==> config.mk <==
export PLATFORM = sky130hd
export DESIGN_NAME = light_delay_seq
export DESIGN_NICKNAME = d
export VERILOG_FILES = /design/src/rtl/light_delay_seq.sv
export SDC_FILE = /design/constraint.sdc
export NUM_CORES = 1
export LEC_CHECK = 0
export BUFFER_PORTS_ARGS = -buffer_cell sky130_fd_sc_hd__buf_2
export CAP_MARGIN = 30
export CORE_MARGIN = 1.5
export CORE_UTILIZATION = 45
export CTS_CLUSTER_SIZE = 24
export DETAILED_ROUTE_END_ITERATION = 8
export GPL_TIMING_DRIVEN = 0
export PLACE_DENSITY = 0.67
export REMOVE_ABC_BUFFERS = 1
export SLEW_MARGIN = 20
export SYNTH_ARGS = -nofsm -noshare
export SYNTH_HDL_FRONTEND = slang
export SYNTH_SLANG_ARGS = --single-unit
==> constraint.sdc <==
create_clock -name clk -period 2.4 [get_ports clk]
set_input_delay 0.72 -clock clk [delete_from_list [all_inputs] [get_ports clk]]
set_output_delay 0.72 -clock clk [all_outputs]
set_load 0.02 [all_outputs]
==> src/rtl/light_delay_seq.sv <==
// rtl/light_delay_seq.sv - start-light sequencer: fill lights per tick, random hold, then done pulse
// Optional abort input is compiled in with `define SEQ_ABORT_EN.
`timescale 1ns/1ps

module light_delay_seq #(
   parameter int N_LIGHTS  = 8,
   parameter int LFSR_W    = 7,
   parameter int MIN_DELAY = 1
) (
   input  logic                clk,
   input  logic                rst_n,
   input  logic                trigger,
   input  logic                tick,
`ifdef SEQ_ABORT_EN
   input  logic                abort,
`endif
   input  logic [LFSR_W-1:0]   lfsr_data,
   output logic                lfsr_en,
   output logic [N_LIGHTS-1:0] lights,
   output logic                busy,
   output logic                done
);

   localparam int CNT_W = LFSR_W + 1;

   typedef enum logic [1:0] {
      IDLE   = 2'b00,
      FILL   = 2'b01,
      HOLD   = 2'b10,
      UNUSED = 2'b11
   } state_t;

   state_t              r_state,  w_state_nxt;
   logic [N_LIGHTS-1:0] r_lights, w_lights_nxt;
   logic [CNT_W-1:0]    r_count,  w_count_nxt;
   logic                r_busy,   w_busy_nxt;
   logic                r_done,   w_done_nxt;
   logic                w_abort;
   logic [CNT_W-1:0]    w_capture;

`ifdef SEQ_ABORT_EN
   assign w_abort = abort;
`else
   assign w_abort = 1'b0;
`endif

   // Extra bit keeps lfsr_data + MIN_DELAY from wrapping at the all-ones LFSR value.
   assign w_capture = {1'b0, lfsr_data} + CNT_W'(MIN_DELAY);

   always_ff @(posedge clk or negedge rst_n) begin
      if (!rst_n) begin
         r_state  <= IDLE;
         r_lights <= '0;
         r_count  <= '0;
         r_busy   <= 1'b0;
         r_done   <= 1'b0;
      end else begin
         r_state  <= w_state_nxt;
         r_lights <= w_lights_nxt;
         r_count  <= w_count_nxt;
         r_busy   <= w_busy_nxt;
         r_done   <= w_done_nxt;
      end
   end

   always_comb begin
      w_state_nxt  = r_state;
      w_lights_nxt = r_lights;
      w_count_nxt  = r_count;
      w_busy_nxt   = r_busy;
      w_done_nxt   = 1'b0;
      case (r_state)
         IDLE: begin
            if (trigger) begin
               w_state_nxt  = FILL;
               w_lights_nxt = '0;
               w_count_nxt  = '0;
               w_busy_nxt   = 1'b1;
            end
         end
         FILL: begin
            if (w_abort) begin
               w_state_nxt  = IDLE;
               w_lights_nxt = '0;
               w_busy_nxt   = 1'b0;
            end else if (tick) begin
               w_lights_nxt = {r_lights[N_LIGHTS-2:0], 1'b1};
               if (&r_lights[N_LIGHTS-2:0]) begin
                  w_count_nxt = w_capture;
                  w_state_nxt = HOLD;
               end
            end
         end
         HOLD: begin
            if (w_abort) begin
               w_state_nxt  = IDLE;
               w_lights_nxt = '0;
               w_count_nxt  = '0;
               w_busy_nxt   = 1'b0;
            end else if (tick) begin
               if (r_count == CNT_W'(1)) begin
                  w_state_nxt  = IDLE;
                  w_lights_nxt = '0;
                  w_count_nxt  = '0;
                  w_busy_nxt   = 1'b0;
                  w_done_nxt   = 1'b1;
               end else begin
                  w_count_nxt = r_count - CNT_W'(1);
               end
            end
         end
         default: begin
            w_state_nxt  = IDLE;
            w_lights_nxt = '0;
            w_count_nxt  = '0;
            w_busy_nxt   = 1'b0;
         end
      endcase
   end

   assign lfsr_en = (r_state == IDLE);
   assign lights  = r_lights;
   assign busy    = r_busy;
   assign done    = r_done;

endmodule

After elaboration in Yosys (flattened, before gate mapping)
Index checks and enable logic that the tools add are counted.
{ "word_totals": {"ff_bits": 20, "latch_bits": 0, "ram_bits": 0, "rom_bits": 0, "inputBits": 11, "out_inout_bits": 11, "elab_cells": 45, "n_memories": 0} }
{ "op_classes": {"addsub": 2, "multipliers": 0, "div": 0, "n_lt_le_gt_ge": 0, "eq_ne": 8, "shifts": 0, "n_mux": 23, "bitwise_logic": 1, "n_reduce_logical": 6} }
{ "op_table": {"columns": ["op", "n"], "rows": [
  ["8-bit two-way mux", 8],
  ["8-bit case mux with 3 select lines", 2],
  ["4-bit AND reduction", 3],
  ["2-bit two-way mux", 5],
  ["2-bit != test, second input constant", 5],
  ["7-bit by 1-bit adder with 8-bit output, second input constant", 1],
  ["8-bit by 1-bit == test with 1-bit output, second input constant", 1],
  ["8-bit by 1-bit subtractor with 8-bit output, second input constant", 1],
  ["7-bit AND reduction", 1],
  ["1-bit two-way mux", 6],
  ["2-bit case mux with 3 select lines", 1],
  ["5-bit AND reduction", 1],
  ["1-bit case mux with 3 select lines", 1],
  ["2-bit by 1-bit == test with 1-bit output, second input constant", 1],
  ["2-bit == test, second input constant", 1],
  ["2-bit zero test", 1],
  ["1-bit inverter", 1]
]} }

Longest topological paths before layout
{ "logic_depth": {"depth_word": 4, "mapped_depth": 9, "depth_no_buf": 7} }

Worst setup path after synthesis
No wires, ideal clock.
{ "synth_timing": {"kind": "register to register", "startpoint": "register r_count[1]", "endpoint": "register r_busy (netlist: busy)", "setup_time_ns": 0.128, "arrival_time_ns": 1.842, "slack_ns": 0.431, "path_stages_with_launch": 8, "path_buffers": 0, "cell_sequence": "dfrtp_1 > inv_1 > ha_1 > or3b_2 > nor2_2 > nand2_1 > a221oi_2 > mux2_1"} }
{ "synth_via": {"elab_chain_len": 3} }
{ "synth_lines": {"columns": ["item", "line", "text"], "rows": [
  ["start: declaration", "35", "logic [CNT_W-1:0] r_count, w_count_nxt;"],
  ["start signal: assignment", "60", "r_count <= w_count_nxt;"],
  ["8-bit by 1-bit == test with 1-bit output", "101", "if (r_count == CNT_W'(1)) begin"],
  ["2-bit != test (no source line)", null, null],
  ["4-bit AND reduction (no source line)", null, null],
  ["end signal: assignment", "61", "r_busy <= w_busy_nxt;"],
  ["end: declaration", "36", "logic r_busy, w_busy_nxt;"]
]} }
Every way passes these cells.
A chain may end at the register's enable or synchronous reset.

Worst setup path in the final report
{ "layout_timing": {"startpoint": "register r_count[1]", "endpoint": "register r_lights[0] (netlist: lights[0])"} }
{ "layout_via": {"elab_chain_len": 3} }
{ "layout_lines": {"columns": ["item", "line", "text"], "rows": [
  ["8-bit by 1-bit == test with 1-bit output", "101", null],
  ["2-bit != test (no source line)", null, null],
  ["4-bit AND reduction (no source line)", null, null],
  ["end signal: assignment", "59", "r_lights <= w_lights_nxt;"],
  ["end: declaration", "34", "logic [N_LIGHTS-1:0] r_lights, w_lights_nxt;"]
]} }
Every way passes these cells.

==> flow_summary.toml <==
[cells_and_area]
final_util_pct = 53.6
drive_gt1_share_pct = 21.3
area_growth_syn_to_layout_pct = 11.3
antenna_cells = 0
layout.cells.non_filler = 185
fin_nets = 174
fin_area_mm2 = 0.00135

[worst_setup_path]
crit_chain = "inv_1 > ha_1 > or3b_2 > o21ai_4 > and2b_4 > mux2_2"
worstPathBufferInverterCount = 1
ff2ff_path_depth = 6
path_class = "reg -> reg"
cp-endpoint = "lights[0]"
reg2reg_slack_ns = 0.19
rr_endpoint = "lights[0]"
startpoint_type = "register"
path_max_fanout = 15
cp.required_ns = 2.59
crit_family = "simple AND/OR/NAND/NOR gates"
slowest_delay_ns = 0.54
cp_num_cells = 6
crit_path_end_kind = "register"
startpoint = "r_count[1]"
worst_r2r_startpoint = "r_count[1]"
slowest_stage = "or3b_2"
arrival_ns = 2.40

[logic_synthesis]
syn_area_mm2 = 0.00121
syn_inst = 135
ys_types = 40
syn_avg_cell_area_um2 = 9.00
seq_area_frac_synth_pct = 41.2
synth-xor-area-share_pct = 3.60
synth-edff-count = 0
ys_ff_latch = 20
synthFlopType = "dfrtp_1"
synth_fa_ha_area_share_pct = 6.18
synth_compound_area_share_pct = 19.7
synthMuxAreaShare_pct = 3.60
synthSimpleGateAreaFrac_pct = 19.2
ys_warn_count = 0
synth-async-reset-ratio_pct = 100
synth_top_family_by_area = "compound AO/OA/AOI/OAI gates"

[place]
io_buffers = 21
hpwl_mm = 1.85
placed_cells = 182
place_congestion = 0.868
postPlaceCellArea_mm2 = 0.00133

[power_and_ir_drop]
ir_worst_vdd_mv = 0.610
power.leakage_nw = 0.636
powerDensity_mw_per_mm2 = 1220

[cts]
cts_tree = "done"
post_cts_buffers = 0
cts_buffers = 3
cts_root_buf = "clkbuf_4"
cts_resized = 0
clockBufferDepth = 2
clk_latency_ns = 0.29
cts.htree.levels = 1
clock_sink_count = 20
clk_pin_slew_worst_paths_ns = 0.11
ctsHoldBuffers = 0

[floorplanning]
rows = 18
core_mm2 = 0.00252
die_h_um = 55.0
initial_core_util_pct = 48.2
die_w_um = 55.0
die_area_mm2 = 0.00302
pin_count = 22

[routing]
top_layer = "met4"
drt-vias-per-instance = 5.53
drc = 0
drt_iter0_markers = 15
wirelength_met1_mm = 1.19
vias = 1023
wl_met3_um = 68
wire_per_inst_um = 13.0
wl_met2_mm = 1.13
ant_nets = 0
dr.pass1.iters = 4
routed_wl_mm = 2.40

[sta]
max_freq_ghz = 0.452
fin_worst_skew_ns = 0.00481
setup_violations = 0
rsz0062_at_grt = "no"
slew_headroom_pct = 54.8
min_period_ns = 2.21
min_period_over_period_pct = 92.2
slew_violations = 0
hold_violations = 0
hold_ws_ns = 0.349
fin_setup_tns_ns = 0
tightestPinTransition_ns = 0.678

[global_route]
grt_max_degree = 21
track_usage_pct = 18.4
grt_overflow = 0
antenna_found_initial = 0
grt_pass1_vias = 889
grt_pass1_wl_mm = 3.98

[worst_hold_path]
hp-class = "in -> async"

[outcome]
status = "finished, final reports clean"

[flow_run]
drv_cap = 0
[how the worst min path moves through the flow]
stage | endpoint | slack, ns | cells after the start
3_3_place_gp | busy | 0.46 | 1
6_report | r_count[7] | 0.35 | 1
3_5_place_dp | busy | 0.47 | 1
2_1_floorplan | busy | 0.42 | 0
4_1_cts | r_count[7] | 0.36 | 1
5_1_grt | r_count[7] | 0.37 | 1
[layout make-up]
class / instances / area, um^2
fillers: 263 / 1170
repair buffers: 21 / 105
multi-input cells: 97 / 634
well taps: 30 / 37.5
inverters: 14 / 52.6
flip-flops and latches: 20 / 500
clock buffers: 3 / 22.5
[sequential cells by signal, indices dropped and copies added, names as in the netlist]
signal   cells
busy         1
done         1
lights       8
r_count      8
r_state      2
[synthesized netlist by cell type (2+ instances only)]
cell | instances | share of area (%)
o41ai_1 | 2 | 1.4
nand3_1 | 10 | 4.1
ha_1 | 6 | 6.2
mux2_2 | 2 | 1.9
xor2_1 | 3 | 2.2
a21oi_1 | 5 | 2.1
nand2b_1 | 2 | 1.0
o22ai_1 | 3 | 1.5
nor2_1 | 9 | 2.8
o211ai_1 | 2 | 1.2
nand2_1 | 12 | 3.7
o21ai_0 | 15 | 6.2
nor2b_1 | 2 | 1.0
inv_1 | 14 | 4.3
nor3_1 | 2 | 0.82
dfrtp_1 | 20 | 41
a22oi_1 | 2 | 1.2
xnor2_1 | 2 | 1.4
[report_power, final]
| group | total (mW) | switching, mW | leakage, nW | internal [mW] |
|---|---|---|---|---|
| sequential | 0.523 | 0.0899 | 0.269 | 0.433 |
| clock | 0.154 | 0.0956 | 0.0138 | 0.0583 |
| combinational | 0.969 | 0.588 | 0.352 | 0.382 |
[through the flow]
step	total power [mW]	setup slack (ns)
2_1_floorplan	1.26	0.399
3_3_place_gp	1.47	0.234
3_5_place_dp	1.49	0.220
4_1_cts	1.66	0.196
5_1_grt	1.79	0.0356
6_report	1.65	0.187
[worst reg2reg max path, delay by kind of cell, from the launching register on]
kind	cells	cell delay [ns]
DFF	1	0.41
buffers and inverters	1	0.10
AOI/OAI and AO/OA	1	0.26
and+or+nand+nor	2	0.82
muxes	1	0.35
adders and majority gates	1	0.17
[metal layers]
layer	vias up	track usage, %
li1	521	-
met1	487	25.9
met2	13	28.8
met5	-	0
met3	2	3.23
met4	0	6.10
[cell families (layout without fill, tap and decap cells)]
logic type      count (synthesis)  in the layout
fa+ha+maj                       6              6
flops                          20             20
simple gates                   46             46
mux                             4              4
buf+inv                        18             38
xor+xnor                        5              5
compound gates                 36             36
[layout by cell type (no fill, tap or decap), types with 2 or more instances in the layout]
master,Yosys,routed
o41ai_1,2,2
a21oi_1,5,5
xnor2_1,2,2
ha_1,6,6
o21ai_0,15,15
mux2_2,2,2
clkbuf_4,1,3
a22oi_1,2,2
nor2_1,9,9
nand3_1,10,10
nor3_1,2,2
nor2b_1,2,2
inv_1,14,14
dfrtp_1,20,20
nand2_1,12,12
o22ai_1,3,3
nand2b_1,2,2
buf_2,1,21
o211ai_1,2,2
xor2_1,3,3
Note: power is estimated with default switching activity, not from simulation.
